--- config.mk ---
export PLATFORM = sky130hd
export DESIGN_NAME = usb_rx_deframer
export DESIGN_NICKNAME = d
export VERILOG_FILES = /design/src/rtl/usb_rx_deframer.sv
export SDC_FILE = /design/constraint.sdc
export NUM_CORES = 1
export LEC_CHECK = 0
export CAP_MARGIN = 5
export CORE_MARGIN = 2
export CORE_UTILIZATION = 51
export CTS_CLUSTER_SIZE = 40
export DETAILED_ROUTE_END_ITERATION = 7
export PLACE_DENSITY = 0.75
export SLEW_MARGIN = 15
export SYNTH_ARGS = -nofsm -noshare
export SYNTH_HDL_FRONTEND = slang
export SYNTH_SLANG_ARGS = --single-unit
--- constraint.sdc ---
create_clock -name i_usb_ifclk -period 4.55 [get_ports i_usb_ifclk]
set_input_delay 0.91 -clock i_usb_ifclk [delete_from_list [all_inputs] [get_ports i_usb_ifclk]]
set_output_delay 0.91 -clock i_usb_ifclk [all_outputs]
set_load 0.02 [all_outputs]
--- src/rtl/usb_rx_deframer.sv ---
// Receive deframer for the USB slave-FIFO word stream: hunts for the sync word,
// then forwards a length-prefixed payload through one skid-free register and checks its sum.
module usb_rx_deframer #(
    parameter int              DATA_WIDTH = 16,
    parameter logic [15:0]     SYNC_WORD  = 16'hA55A,
    parameter int              MAX_LEN    = 1024
) (
    input  logic                  i_usb_ifclk,
    input  logic                  i_rst_n,
    input  logic [DATA_WIDTH-1:0] i_rx_data,
    input  logic                  i_rx_valid,
    output logic                  o_rx_ready,
    output logic [DATA_WIDTH-1:0] o_pl_data,
    output logic                  o_pl_valid,
    input  logic                  i_pl_ready,
    output logic                  o_pl_sof,
    output logic                  o_pl_eof,
    output logic                  o_frame_ok,
    output logic                  o_frame_err,
    output logic [1:0]            o_err_code,
    output logic [15:0]           o_frame_cnt
);

    typedef enum logic [1:0] {
        S_HUNT    = 2'd0,
        S_LEN     = 2'd1,
        S_PAYLOAD = 2'd2,
        S_CSUM    = 2'd3
    } state_t;

    state_t                state, state_nxt;
    logic                  alive;
    logic                  rx_fire;
    logic                  pl_fire;
    logic                  len_zero;
    logic                  len_big;
    logic [15:0]           remain;
    logic [DATA_WIDTH-1:0] sum;
    logic                  first;

    // alive keeps ready low through reset and lets it rise on the first edge after release
    assign o_rx_ready = alive & ((state != S_PAYLOAD) | ~o_pl_valid | i_pl_ready);
    assign rx_fire    = i_rx_valid & o_rx_ready;
    assign pl_fire    = o_pl_valid & i_pl_ready;
    assign len_zero   = (i_rx_data == '0);
    assign len_big    = (32'(i_rx_data) > 32'(MAX_LEN));

    always_ff @(posedge i_usb_ifclk or negedge i_rst_n) begin
        if (!i_rst_n) state <= S_HUNT;
        else          state <= state_nxt;
    end

    always_comb begin
        state_nxt = state;
        case (state)
            S_HUNT: begin
                if (rx_fire && i_rx_data == SYNC_WORD) state_nxt = S_LEN;
            end
            S_LEN: begin
                if (rx_fire) state_nxt = (len_zero || len_big) ? S_HUNT : S_PAYLOAD;
            end
            S_PAYLOAD: begin
                if (rx_fire && remain == 16'd1) state_nxt = S_CSUM;
            end
            S_CSUM: begin
                if (rx_fire) state_nxt = S_HUNT;
            end
            default: state_nxt = S_HUNT;
        endcase
    end

    always_ff @(posedge i_usb_ifclk or negedge i_rst_n) begin
        if (!i_rst_n) begin
            alive       <= 1'b0;
            o_pl_data   <= '0;
            o_pl_valid  <= 1'b0;
            o_pl_sof    <= 1'b0;
            o_pl_eof    <= 1'b0;
            o_frame_ok  <= 1'b0;
            o_frame_err <= 1'b0;
            o_err_code  <= 2'd0;
            o_frame_cnt <= 16'd0;
            remain      <= 16'd0;
            sum         <= '0;
            first       <= 1'b0;
        end else begin
            alive       <= 1'b1;
            o_frame_ok  <= 1'b0;
            o_frame_err <= 1'b0;
            // a load below overrides this drain, giving bubble-free replacement
            if (pl_fire) o_pl_valid <= 1'b0;
            case (state)
                S_LEN: begin
                    if (rx_fire) begin
                        if (len_zero) begin
                            o_frame_err <= 1'b1;
                            o_err_code  <= 2'd2;
                        end else if (len_big) begin
                            o_frame_err <= 1'b1;
                            o_err_code  <= 2'd3;
                        end else begin
                            remain <= 16'(i_rx_data);
                            sum    <= '0;
                            first  <= 1'b1;
                        end
                    end
                end
                S_PAYLOAD: begin
                    if (rx_fire) begin
                        o_pl_data  <= i_rx_data;
                        o_pl_valid <= 1'b1;
                        o_pl_sof   <= first;
                        o_pl_eof   <= (remain == 16'd1);
                        first      <= 1'b0;
                        remain     <= remain - 16'd1;
                        sum        <= sum + i_rx_data;
                    end
                end
                S_CSUM: begin
                    if (rx_fire) begin
                        if (i_rx_data == sum) begin
                            o_frame_ok  <= 1'b1;
                            o_frame_cnt <= o_frame_cnt + 16'd1;
                        end else begin
                            o_frame_err <= 1'b1;
                            o_err_code  <= 2'd1;
                        end
                    end
                end
                default: ;
            endcase
        end
    end

endmodule

* After elaboration in Yosys (flattened, before gate mapping)
Cells that the tools add are included.
Word-level totals: register bits 75, output and inout port bits 40
Operators by class: $add $sub $neg 3, $lt $le $gt $ge 1, eq/ne operators 16, muxes and demuxes 39, bitwise operators 6, reductions and logical operators 12
Operators with widths (number):
- $mux W16 | 8
- $pmux W16 S2 | 2
- $mux W2 | 10
- $ne A2 B2 Y1 const B | 9
- $add A16 B1 Y16 const B | 1
- $add A16 B16 Y16 | 1
- $eq A16 B1 Y1 const B | 1
- $eq A16 B16 Y1 | 1
- $eq A16 B16 Y1 const B | 1
- $gt A16 B11 Y1 const B | 1
- $logic_not A16 Y1 | 1
- $sub A16 B1 Y16 const B | 1
- $mux W1 | 15
- $reduce_and A5 Y1 | 2
- $pmux W2 S4 | 1
- $eq A2 B2 Y1 const B | 2
- $pmux W1 S2 | 2
- $pmux W2 S2 | 1
- $reduce_and A4 Y1 | 1
- $reduce_bool A2 Y1 | 2
- $and A1 B1 Y1 | 3
- $ne A3 B3 Y1 const B | 1
- $reduce_and A3 Y1 | 1
- $eq A2 B1 Y1 const B | 1
- 6 further kinds | 8

* Logic depth before layout (Yosys ltp)
Gate-level depths: netlist (run 1).
depth in word-level cells 8, mapped depth 11, mapped depth without buffers 9

* Least setup slack after synthesis (run 1)
Ideal clock, no wire load.
path kind in2reg, start input port i_rx_data[12], end register o_frame_cnt[14], setup time 0.080 ns, arrival time 2.687 ns, required time 4.470 ns, path slack 1.784 ns, stages on the path 8, buffers on the path 1, cell sequence ha_1 buf_6 nor4_2 nand3_1 nor4_4 nand4_2 nor3_2 xor2_1
Between the ends: cells in the longest elaborated chain, start to end 2
RTL lines:
- from (decl) | RTL line 10 | input logic [DATA_WIDTH-1:0] i_rx_data,
- $eq A16 B16 Y1 | RTL line 121 | if (i_rx_data == sum) begin
- $reduce_and A3 Y1 (no line)
- to (signal assigned) | RTL line 123 | o_frame_cnt <= o_frame_cnt + 16'd1;
- to (decl) | RTL line 21 | output logic [15:0] o_frame_cnt
No other way between the ends. A chain may end at the register's enable or synchronous reset.

* Worst setup path in the final report (run 1)
start input port i_rx_data[11], end register remain[14]
Between the ends: cells in the longest elaborated chain, start to end 3
RTL lines:
- $gt A16 B11 Y1 or $logic_not A16 Y1 (tied branches) | RTL line 46, 45
- $ne A2 B2 Y1 (no line)
- $reduce_and A5 Y1 (no line) (*)
- to (signal assigned) | RTL line 102 | remain <= 16'(i_rx_data);
- to (signal assigned) | RTL line 115 | remain <= remain - 16'd1;
- to (decl) | RTL line 37 | logic [15:0] remain;
Every way passes the cells marked *; elsewhere a longest branch is shown, timed or not.

==> flow_summary.yaml, run 1 <==
synthesis:
  synthMostInstantiatedCell: "nand2_1"
  synthTopCellsByArea: "dfrtp_1, nand2_1, ha_1, o21ai_0, xor2_1"
  synth.distinct_cells: 63
  yosysTopAreaCell: "dfrtp_1"
  synth_common_cells: "nand2_1, dfrtp_1, nor2_1, o21ai_0, a21oi_1"
  synthesis.instances: 479
  synth_top_area_frac: 0.427
  yosysSeqAreaShare: 0.427
  synthFlopType: "dfrtp_1"
  synth_area_mm2: 0.00440
  yosys_warnings: 0
  synth_nets: 518
  async_flop_share: 1.00
  ys_seq_elements: 75
  syn_area_per_cell_um2: 9.18
  synth_edf_count: 0
routing:
  drt_pass1_iterations: 4
  postRouteAntennaNets: 0
  drc: 0
  dr.first_iter.drc_count: 204
  vias: 3800
  routedWlPerCell_um: 17.0
  avgViaCountPerCell: 5.97
  drt_wl_total_um: 10900
floorplan:
  rows: 33
  core_area_mm2: 0.00830
  initial_core_util: 0.530
  die_x_um: 96.8
  dieHeight_um: 96.8
  die_area_mm2: 0.00938
  ios: 60
cts:
  clock_latency_ps: 350
  cts.sinks: 75
  cts_tree: "done"
  cts_buffers: 9
  root_buffer: "clkbuf_8"
  ctsResizeCount: 0
  cts_hold_buf: 0
  htree_num_levels: 3
  clk_path_buf_depth: 2
  post-cts-setup-buffers: 0
  clk_pin_slew_ps: 90
sta:
  worstMarginPinSlew_ps: 965
  final.setup.tns_ps: 0
  worst_slack_ps: 1210
  finalClockSkew_ps: 9.85
  rsz0062_at_grt: "no"
  min_period_ps: 3340
  max_freq_ghz: 0.300
  setup_violations: 0
  period_share: 0.733
  hold_viol_final: 0
  slew_headroom: 0.357
  final_max_slew_viol_count: 0
grt:
  grt_pass1_vias: 3768
  antenna_found_initial: 0
  grt_start_max_net_pins: 76
  grt_pass1_wl_um: 18400
  grtUsageTotal: 0.239
  grt.overflow.total: 0
layout:
  nets: 566
  layout-drive-gt1-share: 0.0789
  syn_to_final_growth_pct: 18.4
  final_area_mm2: 0.00520
  antennaDiodeCount: 0
  finish.utilization: 0.627
  fillCellCount: 695
outcome:
  status: "finished clean"
flow_run:
  cap_violations: 0
power_and_ir_drop:
  vdd_ir_drop_max_mv: 0.139
  powerDensity_mw_per_mm2: 247
  p_leak_nw: 2.38
  power.total_w: 0.00128
critical_path:
  setup.worst_path.end_class: "register"
  path_max_fanout: 17
  cp-start-kind: "primary input"
  path_class: "primary input to register"
  rrSetupSlack_ps: 1810
  worstPathArrival_ps: 3580
  reg2regPathDepth: 6
  required_ps: 4790
place:
  io_buffers: 59
  dpl_cell_area_mm2: 0.00500
  place_hpwl_um: 7740
  dp_slack_ps: 872
  globalplace.congestion: 0.903
min_path:
  min_path_cells: 1
  hold_class: "register to register"
state kept, by name, indices dropped and copies added, names as in the netlist, 2 cells and up, named ones only:
| signal | cells |
|---|---|
| o_frame_cnt | 16 |
| o_pl_data | 16 |
| remain | 16 |
| sum | 16 |
| o_err_code | 2 |
final timing paths:
kind / end / from
max in group asynchronous: sum[9] / i_rst_n
min in group asynchronous: remain[5] / i_rst_n
min: o_frame_cnt[15] / o_frame_cnt[15]
max reg2reg: remain[14] / register
min reg2reg: o_frame_cnt[15] / o_frame_cnt[15]
max: remain[14] / i_rx_data[11]
layout by cell type, fill, tap and decap left out, drive strengths merged, types with 4 or more instances in the layout:
cell type / synthesis / routed
nand2: 87 / 87
dfrtp: 75 / 75
clkdlybuf4s50: 0 / 58
nor2: 28 / 28
o21ai: 28 / 28
a21oi: 23 / 23
ha: 18 / 18
nor3: 15 / 15
nand3: 14 / 14
xor2: 14 / 14
inv: 12 / 13
nor4: 13 / 13
xnor2: 11 / 11
o31ai: 9 / 9
clkbuf: 14 / 9
nand4: 9 / 9
nand2b: 7 / 7
nor2b: 6 / 6
a21o: 6 / 6
buf: 13 / 6
or3: 6 / 6
o21a: 5 / 5
o22ai: 5 / 5
o211ai: 5 / 5
and4: 4 / 4
a22o: 4 / 4
nor3b: 4 / 4
through the flow:
| stage | hold slack, ps | cells |
|---|---|---|
| after floorplan | 439 | 479 |
| after global placement | 455 | 621 |
| after detailed placement | 464 | 621 |
| after CTS | 481 | 637 |
| after global routing | 504 | 637 |
| final | 480 | 637 |
worst max-delay path: stages:
cell and delay (ps):
clkdlybuf4s50_1 610, nor4_2 480, nand4b_1 280, o211ai_1 200
and4_1 650, o21ai_0 180, a22o_1 260
power breakdown:
part	internal (W)	switching [W]	leakage [nW]
Clock	0.000256	0.000271	0.0958
Sequential	0.000666	0.000000529	1.01
Combinational	0.0000348	0.0000559	1.27
cells by family (layout without fill, tap and decap cells):
logic type	after synthesis	in the layout	share of synthesized area
compound gates	111	111	0.168
xor+xnor	25	25	0.0498
fa+ha+maj	19	19	0.0558
buf+inv	39	92	0.0444
flops	75	75	0.427
mux	5	5	0.0120
other cells	1	1	0.000853
simple gates	204	204	0.243
cell type report:
| class | instances | area [µm²] | share of cell area |
|---|---|---|---|
| clock buffer | 9 | 124 | 0.0238 |
| clock inverter | 7 | 76.3 | 0.0147 |
| inverter | 12 | 45.0 | 0.00866 |
| multi-input combinational | 365 | 2320 | 0.447 |
| sequential | 75 | 1880 | 0.361 |
| tap | 105 | 131 | 0.0253 |
| timing repair buffer | 64 | 626 | 0.120 |
layer usage:
layer,up-vias,track usage,part of all wire
met4,0,0.109,0.034
li1,1803,-,-
met1,1840,0.312,0.44
met5,-,0,0
met2,126,0.387,0.47
met3,31,0.0412,0.054
Power figures use the tool's default switching activity.
==> run 2, diff against run 1 <==
==> constraint.sdc (replaced) <==
create_clock -name i_usb_ifclk -period 3.38 [get_ports i_usb_ifclk]
set_input_delay 0.676 -clock i_usb_ifclk [delete_from_list [all_inputs] [get_ports i_usb_ifclk]]
set_output_delay 0.676 -clock i_usb_ifclk [all_outputs]
set_load 0.02 [all_outputs]
==> run 2 against run 1 <==
Final area increased by 3.1%. Non-clock buffer count increased by 19. Critical endpoint is now sum[12]. Largest cell class unchanged. Highest routed layer unchanged. Flip-flop and latch count unchanged. Clock skew decreased by 3.7 ps. Die area unchanged. Clock power increased by 41%. Cell count increased by 3.0%.
==> flow_summary.yaml, run 2 (synthesis gave the netlist of run 1 again) <==
outcome:
  status: "finished clean"
layout:
  finish.utilization: 0.646
  layout-drive-gt1-share: 0.111
  final_cell_mix: "nand2_1, dfrtp_1, clkdlybuf4s50_1, nor2_1, o21ai_0"
  antennaDiodeCount: 0
  syn_to_final_growth_pct: 22.0
  final_area_mm2: 0.00536
  nets: 585
  final_common_cell: "nand2_1"
power_and_ir_drop:
  cellInternalPower_w: 0.00131
  p_sw_w: 0.000469
  power_frac_clock: 0.418
  switching_share: 0.264
  powerDensity_mw_per_mm2: 331
  p_seq_frac: 0.505
  p_leak_nw: 2.49
  p_comb_frac: 0.077
  vdd_ir_drop_max_mv: 0.186
  power.total_w: 0.00178
cts:
  htree_num_levels: 3
  clk_path_buf_depth: 2
  cts_buffers: 9
  post-cts-setup-buffers: 0
  cts_hold_buf: 0
  cts_tree: "done"
  ctsResizeCount: 0
  clock_latency_ps: 350
  root_buffer: "clkbuf_8"
  clk_pin_slew_ps: 90
  cts.sinks: 75
floorplan:
  rows: 33
  ios: 60
  die_area_mm2: 0.00938
  die_x_um: 96.8
  dieHeight_um: 96.8
  initial_core_util: 0.530
  core_area_mm2: 0.00830
critical_path:
  worstPathArrival_ps: 3150
  setup.worst_path.end_class: "register"
  crit_family: "compound AO/OA/AOI/OAI gates"
  cp-start-kind: "primary input"
  reg2regPathDepth: 8
  cp.buffers_inverters: 2
  path_class: "primary input to register"
  cpMaxStageDelayCell: "clkdlybuf4s50_1"
  rrSetupSlack_ps: 960
  path_max_fanout: 3
  crit-reg2reg-launch: "sum[13]"
  path_cells: "clkdlybuf4s50_1 > ha_1 > inv_1 > fa_1 > nor2b_1 > o2111ai_1 > a21oi_1 > o2111ai_1 > mux2i_1 > a221o_1"
  required_ps: 3620
  slowest_delay_ps: 520
  r2r-end: "o_frame_cnt[11]"
  critPathMostFrequentCell: "o2111ai_1"
place:
  io_buffers: 59
  globalplace.congestion: 0.918
  place_hpwl_um: 8040
  dpl_cell_area_mm2: 0.00516
routing:
  vias: 3868
  drc: 0
  avgViaCountPerCell: 5.90
  drt_pass1_iterations: 5
  postRouteAntennaNets: 0
  dr.first_iter.drc_count: 169
  routedWlPerCell_um: 17.0
  drt_wl_total_um: 11100
flow_run:
  cap_violations: 0
sta:
  period_share: 0.860
  slew_headroom: 0.356
  whs_ps: 467
  rsz0062_at_grt: "no"
  min_period_ps: 2910
  final.setup.tns_ps: 0
  max_freq_ghz: 0.344
  worstMarginPinSlew_ps: 966
  setup_violations: 0
  finalClockSkew_ps: 6.20
  hold_viol_final: 0
  final_max_slew_viol_count: 0
grt:
  grt.overflow.total: 0
  antenna_found_initial: 0
  grt_start_max_net_pins: 76
  grt_pass1_wl_um: 19300
  grt_pass1_vias: 3808
  grtUsageTotal: 0.250
min_path:
  hold_class: "primary input to asynchronous set/reset pin"
## run 2: cell count changes in the layout (fill, tap and decap cells not counted)
cell	delta
inv_8	+1
inv_6	+1
clkinv_2	-1
buf_12	+1
clkinv_4	-1
buf_4	+18
## run 2: worst register-to-register path, cell delays in order (launching register included)
cell	delay, ps
dfrtp_1	390
ha_1	380
nor4_2	340
nand3_1	210
nor4_4	240
buf_4	200
nand4_4	170
nor3_1	230
xor2_1	180
## run 2: layout make-up
cell class	instances	area, µm²
repair buffers	83	781
well taps	105	131
clock buffers	9	124
inverters	12	45.0
fillers	698	2940
flip-flops and latches	75	1880
clock inverters	7	82.6
multi-input cells	365	2320
## run 2: worst max path at each step
stage | startpoint | endpoint | slack [ps] | cells past startpoint
after floorplan | i_rx_data[12] | o_frame_cnt[14] | 850 | 8
after global placement | i_rx_data[0] | remain[4] | 210 | 9
after detailed placement | i_rx_data[1] | sum[12] | 150 | 9
after CTS | i_rx_data[13] | o_frame_cnt[11] | 510 | 9
after global routing | i_rx_data[13] | o_frame_cnt[11] | 300 | 9
final | i_rx_data[0] | sum[12] | 470 | 10
## run 2: power by group through the flow
| stage | clock, W | sequential, W | combinational (W) |
|---|---|---|---|
| floorplan | 0 | 0.000916 | 0.0000532 |
| global placement | 0 | 0.000916 | 0.000133 |
| detailed placement | 0 | 0.000916 | 0.000136 |
| CTS | 0.000753 | 0.000898 | 0.000137 |
| global route | 0.000792 | 0.000898 | 0.000150 |
| finish | 0.000742 | 0.000898 | 0.000137 |
## run 2: per-layer routing
layer,up-vias,share of wire,GRT usage
li1,1843,-,-
met1,1885,0.44,0.334
met2,122,0.48,0.416
met3,18,0.056,0.0434
met4,0,0.015,0.0780
met5,-,0,0
## run 2: stage by stage
step / cells / setup WS (ps)
6_report: 656 / 473
5_1_grt: 656 / 305
4_1_cts: 656 / 510
3_5_place_dp: 640 / 147
3_3_place_gp: 640 / 211
2_1_floorplan: 479 / 848
